[config.mk]
export PLATFORM = sky130hd
export DESIGN_NAME = fetch_ctrl
export DESIGN_NICKNAME = d
export VERILOG_FILES = /design/src/rtl/mips_ctrl_pkg.sv /design/src/rtl/fetch_ctrl.sv
export SDC_FILE = /design/constraint.sdc
export NUM_CORES = 1
export LEC_CHECK = 0
export BUFFER_PORTS_ARGS = -buffer_cell sky130_fd_sc_hd__buf_4
export CORE_AREA = 2 2 126 128
export DETAILED_ROUTE_END_ITERATION = 10
export DIE_AREA = 0 0 128 130
export PLACE_DENSITY_LB_ADDON = 0.2
export REMOVE_ABC_BUFFERS = 1
export SLEW_MARGIN = 40
export SYNTH_ARGS = -nofsm -noshare
export SYNTH_HDL_FRONTEND = slang
export SYNTH_SLANG_ARGS = --single-unit
[constraint.sdc]
create_clock -name clk -period 3.6 [get_ports clk]
set_clock_uncertainty 0.2 [all_clocks]
set_input_delay 0 -clock clk [delete_from_list [all_inputs] [get_ports clk]]
set_output_delay 0 -clock clk [all_outputs]
set_load 0.02 [all_outputs]
[src/rtl/mips_ctrl_pkg.sv]
// Shared types and constants for the MIPS-lite control blocks.
package mips_ctrl_pkg;

    // Fetch sequencer states.
    typedef enum logic [1:0] {
        IDLE = 2'd0,
        REQ  = 2'd1,
        HOLD = 2'd2,
        HALT = 2'd3
    } fetch_state_t;

    // Default architectural PC after reset.
    localparam logic [31:0] RESET_PC_DEFAULT = 32'h0000_3000;

    // Bytes per instruction word (sequential PC increment).
    localparam int unsigned WORD_BYTES = 4;

endpackage

[src/rtl/fetch_ctrl.sv]
// Instruction fetch sequencer: owns the PC, runs the imem handshake,
// steers the external next-PC unit and counts retired instructions.
module fetch_ctrl
    import mips_ctrl_pkg::*;
#(
    parameter logic [31:0] RESET_PC = RESET_PC_DEFAULT
) (
    input  logic        clk,
    input  logic        rst_n,
    // instruction memory
    output logic        imem_req,
    output logic [31:0] imem_addr,
    input  logic        imem_ack,
    input  logic [31:0] imem_rdata,
    input  logic        imem_err,
    // decode / execute
    output logic        instr_valid,
    output logic [31:0] instr,
    output logic [31:0] instr_pc,
    input  logic        exec_done,
    input  logic        exec_branch,
    input  logic        exec_jmp,
    input  logic [15:0] exec_imm16,
    input  logic [25:0] exec_imm26,
    input  logic        halt_req,
    // next-PC unit (sibling instance)
    output logic [31:0] npc_pc,
    output logic [15:0] npc_imm16,
    output logic [25:0] npc_imm26,
    output logic        npc_branch,
    output logic        npc_jmp,
    input  logic [31:0] npc_next,
    // status
    output logic        halted,
    output logic        fault,
    output logic [31:0] retired
);

    fetch_state_t state_reg, state_next;
    logic [31:0]  pc_reg, pc_next;
    logic [31:0]  instr_reg, instr_next;
    logic [31:0]  retired_reg, retired_next;
    logic         halted_reg, halted_next;
    logic         fault_reg, fault_next;

    // State register; reset is asynchronous so a pending ack is dropped at once.
    always_ff @(posedge clk or negedge rst_n) begin
        if (!rst_n) begin
            state_reg   <= IDLE;
            pc_reg      <= RESET_PC;
            instr_reg   <= '0;
            retired_reg <= '0;
            halted_reg  <= 1'b0;
            fault_reg   <= 1'b0;
        end else begin
            state_reg   <= state_next;
            pc_reg      <= pc_next;
            instr_reg   <= instr_next;
            retired_reg <= retired_next;
            halted_reg  <= halted_next;
            fault_reg   <= fault_next;
        end
    end

    // Next-state and output decode. The npc controls are only live in HOLD,
    // so outside it the unit computes pc+4, which is never latched.
    always_comb begin
        state_next   = state_reg;
        pc_next      = pc_reg;
        instr_next   = instr_reg;
        retired_next = retired_reg;
        halted_next  = halted_reg;
        fault_next   = fault_reg;
        imem_req     = 1'b0;
        instr_valid  = 1'b0;
        npc_imm16    = '0;
        npc_imm26    = '0;
        npc_branch   = 1'b0;
        npc_jmp      = 1'b0;

        case (state_reg)
            IDLE: begin
                state_next = REQ;
            end
            REQ: begin
                imem_req = 1'b1;
                if (imem_ack) begin
                    if (imem_err) begin
                        fault_next  = 1'b1;
                        halted_next = 1'b1;
                        state_next  = HALT;
                    end else begin
                        instr_next = imem_rdata;
                        state_next = HOLD;
                    end
                end
            end
            HOLD: begin
                instr_valid = 1'b1;
                npc_imm16   = exec_imm16;
                npc_imm26   = exec_imm26;
                npc_branch  = exec_done & exec_branch;
                npc_jmp     = exec_done & exec_jmp;
                if (exec_done) begin
                    pc_next      = npc_next;
                    retired_next = retired_reg + 32'd1;
                    if (halt_req) begin
                        halted_next = 1'b1;
                        state_next  = HALT;
                    end else begin
                        state_next = REQ;
                    end
                end
            end
            HALT: begin
                state_next = HALT;
            end
            default: begin
                state_next = IDLE;
            end
        endcase
    end

    // The fetch address and npc base are the architectural PC itself, so the
    // address cannot move while a request is outstanding.
    assign imem_addr = pc_reg;
    assign npc_pc    = pc_reg;
    assign instr_pc  = pc_reg;
    assign instr     = instr_reg;
    assign retired   = retired_reg;
    assign halted    = halted_reg;
    assign fault     = fault_reg;

endmodule

# Word level (Yosys, flattened, before mapping)
# Cells that the tools add are included.
# classes
add_sub_neg	1
eq_ne	7
mux	16
n_bitwise	3
reduce_logical	7
# op_table
cell	count
$add 32x1->32 const B	1
$mux 26	1
$mux 16	1
$mux 1	9
$ne 2x2->1 const B	4
$pmux 2 s4	1
$mux 2	3
$reduce_and 3->1	2
$reduce_and 5->1	1
$eq 2x2->1 const B	2
$reduce_and 2->1	2
$and 1x1->1	2
$eq 2x1->1 const B	1
$logic_not 2->1	1
$pmux 1 s2	1
$reduce_bool 2->1	1
$not 1->1	1
# word_totals
ff_bits	100
inputBits	114
output_inout_bits	208
word_cells	40

# Longest topological paths before layout
# depth
depth_word	3
ltp_mapped	5
depth_no_buf	5

# Least setup slack after synthesis
# No wires, ideal clock.
# synth_timing
path_kind	register to register
startpoint	reg retired_reg[0], in the netlist retired[0]
endpoint	reg retired_reg[24], in the netlist retired[24]
setup_time_ns	0.130
t_arrival_ns	1.608
t_required_ns	3.270
slack_ns	1.662
path_stages_with_launch	6
n_path_buf	0
synth_period_minus_slack_ns	1.938
path_cell_list	dfrtp_1 ha_1 nand3_1 nor4_4 nand4_1 xnor2_1
# synth_via
elab_chain_cells	1
# synth_lines
element	line	rtl
start, declared	fetch_ctrl.sv:42	logic [31:0] retired_reg, retired_next;
start signal, assigned	fetch_ctrl.sv:59	retired_reg <= retired_next;
$add 32x1->32	fetch_ctrl.sv:106	retired_next = retired_reg + 32'd1;
# Every way passes these cells.
# A chain may end at the register's enable or synchronous reset.

# Final worst setup path
# layout_timing
startpoint	reg state_reg[1]
endpoint	reg halted_reg, in the netlist halted
# layout_via
elab_chain_cells	3
elab_cells_between_ends	9
cone_classes	eq/ne (6); mux (1); reduce/logical (2)
# layout_lines
element	line	rtl
start, declared	fetch_ctrl.sv:39	fetch_state_t state_reg, state_next;
start signal, assigned	fetch_ctrl.sv:56	state_reg <= state_next;
$eq 2x2->1 or $eq 2x1->1 (tied branches)	fetch_ctrl.sv:81	case (state_reg)
$ne 2x2->1 (no source line) or $reduce_bool 2->1 (tied branches)	--	
$reduce_and 5->1 (no source line)	--	
end signal, assigned	fetch_ctrl.sv:60	halted_reg <= halted_next;
end, declared	fetch_ctrl.sv:43	logic halted_reg, halted_next;
# Parallel ways exist; a longest one is shown, timed or not.

==> flow_metrics.tcl <==
set metrics [dict create \
    finalNetCount 844 \
    synth_xor_xnor_area_share 0.0572 \
    synthMuxAreaShare 0.154 \
    hold_ws_ps 45.9 \
    status "complete, no violations" \
    rows 46 \
    synthArstFlopShare 1.00 \
    first_iter_violations 172 \
    fin_crit_sh 0.747 \
    portBuffers 321 \
    slew_headroom 0.524 \
    r2r-end "halted$_DFFE_PN0P_" \
    drv_slew 0 \
    power_frac_comb 0.301 \
    seq_power_share 0.396 \
    netlist.area_leader.share 0.517 \
    p_per_area_mw_per_mm2 426 \
    via_per_inst 4.39 \
    grt_max_degree 73 \
    h-tree-depth 3 \
    dp_hpwl_microns 10400 \
    place_ws_ps 1360 \
    synthDistinctLibCells 29 \
    worstSkewPairLatency_ps 350 \
    met2_usage 0.302 \
    synth_most_common_cell "dfrtp_1" \
    synth_fa_ha_area_frac 0.00264 \
    setup_viol 0 \
    post_cts_resized 0 \
    wirelength_microns 14400 \
    yosys_warnings 0 \
    r2r-start "state_reg[1]$_DFFE_PN0P_" \
    fmax_ghz 0.372 \
    antenna_found_initial 0 \
    cts_tree "done" \
    synth_compound_area_frac 0.00422 \
    final_cell_area_sq_mm 0.00808 \
    tightest_slew_ps 714 \
    path_cells "nor2b_2, buf_4, and2_1, a21oi_1, dlygate4sd3_1, nand2_1, dlygate4sd3_1" \
    clockPowerShare 0.303 \
    syn_area_sq_mm 0.00474 \
    busiest_layer "met2" \
    postPlaceCellArea_sq_mm 0.00691 \
    grt.total_usage 0.171 \
    hp-class "in2async" \
    cts_setup_buffers 0 \
    hold_violations 0 \
    post_drt_wl_per_cell_microns 15.5 \
    synth_common_cells "dfrtp_1, buf_4, mux2_2, and2_1, xnor2_1" \
    vias 4068 \
    core_area_sq_mm 0.0154 \
    switchingPower_mw 1.10 \
    yosys-top-cells-area "dfrtp_1, mux2_2, buf_4" \
    worstRegToRegCells 7 \
    synth-seq-cells 100 \
    synth_edf_count 0 \
    cts_buffers 9 \
    clock-sinks 100 \
    synth_flop_cell "dfrtp_1" \
    drive_gt1_frac 0.568 \
    yosysTopAreaCell "dfrtp_1" \
    dieArea_sq_mm 0.0166 \
    synth-seq-area-share 0.528 \
    overflow 0 \
    endpoint_kind "flop" \
    drcViolationCount 0 \
    die_y_microns 130 \
    crit_path_max_incr_delay_ps 560 \
    min_period_ps 2690 \
    clkSlewWorstSetupHoldPaths_ps 80 \
    place_inst 826 \
    switching_share 0.319 \
    required_ps 3640 \
    worstPathArrival_ps 2730 \
    final_cells 927 \
    crit_start "state_reg[1]$_DFFE_PN0P_" \
    p_int_mw 2.34 \
    pin_count 322 \
    gr-usage-met1 0.201 \
    netlist_instances 384 \
    gr-usage-met3 0.0525 \
    cts_hold_buf 84 \
    rsz0062_at_grt "no" \
    grt_pass1_wl_microns 22100 \
    r2r_slack_ps 910 \
    grt_pass1_vias 4180 \
    start_util 0.308 \
    dr.pass1.iters 4 \
    maxCapViolCount 0 \
    start_kind "flop" \
    syn_to_final_growth_pct 70.3 \
    synthSimpleGateAreaFrac 0.137 \
    crit_fanout 47 \
    synth_area_per_cell_sq_um 12.4 \
    cts-root-buf "clkbuf_16" \
    cpMostUsedCell "dlygate4sd3_1" \
    power_leakage_nw 4.23 \
    fillers 1349 \
    synth_top_family_by_area "multiplexers" \
    cts_buffer_depth 2 \
    gp_congestion 0.758 \
    ant_nets 0 \
    finalWorstSetupSlack_ps 911 \
    cp_slowest_cell "dlygate4sd3_1" \
    die_x_microns 128 \
    power_mw 3.44 \
    path_class "reg2reg" \
    finalSetupTns_ps 0 \
    fin_util 0.524 \
    irDropWorstVdd_v 0.000382 \
]
-- power by group through the flow --
stage	Clock, mW	Combinational (mW)	Sequential [mW]
3_3_place_gp	0	0.939	1.38
6_report	1.04	1.04	1.36
3_5_place_dp	0	0.944	1.38
5_1_grt	1.12	1.09	1.38
2_1_floorplan	0	0.105	1.66
4_1_cts	1.08	1.04	1.36
-- critical path, delay by kind of cell, from the launching register on --
kind / cells / cell delay, ps
AOI/OAI and AO/OA: 1 / 150
buffers and inverters: 3 / 1340
DFF: 1 / 430
and+or+nand+nor: 3 / 460
-- per-layer routing --
layer / wire length [microns] / up-vias
met4: 191 / 0
met2: 7560 / 170
li1: - / 1921
met3: 931 / 13
met1: 5720 / 1964
met5: 0 / -
-- cells in the final DEF (no fill, tap or decap), types with 2 or more instances in the layout --
cell / n
a21oi_1: 4
and2_1: 44
and3_1: 6
and4_1: 3
buf_4: 325
clkbuf_16: 9
clkinv_8: 2
dfrtp_1: 98
dfstp_2: 2
dlygate4sd3_1: 84
inv_8: 2
mux2_2: 65
nand2_1: 11
nand3_1: 13
nand4_1: 11
nor2_1: 5
nor3_1: 2
xnor2_1: 25
xor2_1: 6
-- layout make-up --
type / count / area, sq um / area share
diodes: 1 / 2.50 / 0.000310
clock buffers: 9 / 225 / 0.0279
clock inverters: 7 / 101 / 0.0125
inverters: 1 / 3.75 / 0.000465
multi-input cells: 206 / 1690 / 0.209
flip-flops and latches: 100 / 2500 / 0.310
well taps: 192 / 240 / 0.0297
repair buffers: 411 / 3310 / 0.410
-- worst max-delay path by stage --
stage | endpoint | slack (ps) | cells after the start
after floorplan | retired[3]$_DFFE_PN0P_ | 1040 | 4
after global placement | retired[24]$_DFFE_PN0P_ | 1410 | 5
after detailed placement | instr[11]$_DFFE_PN0P_ | 1360 | 5
after CTS | halted$_DFFE_PN0P_ | 910 | 7
after global routing | halted$_DFFE_PN0P_ | 780 | 7
final | halted$_DFFE_PN0P_ | 910 | 7
-- cell families (layout without fill, tap and decap cells) --
kind of cell,after synthesis,count (layout)
buffers and inverters,78,428
AOI/OAI and AO/OA,4,4
other,0,1
and+or+nand+nor,105,105
muxes,65,65
DFF,100,100
adders and majority gates,1,1
xor gates and xnor gates,31,31
Note: power is estimated with default switching activity, not from simulation.
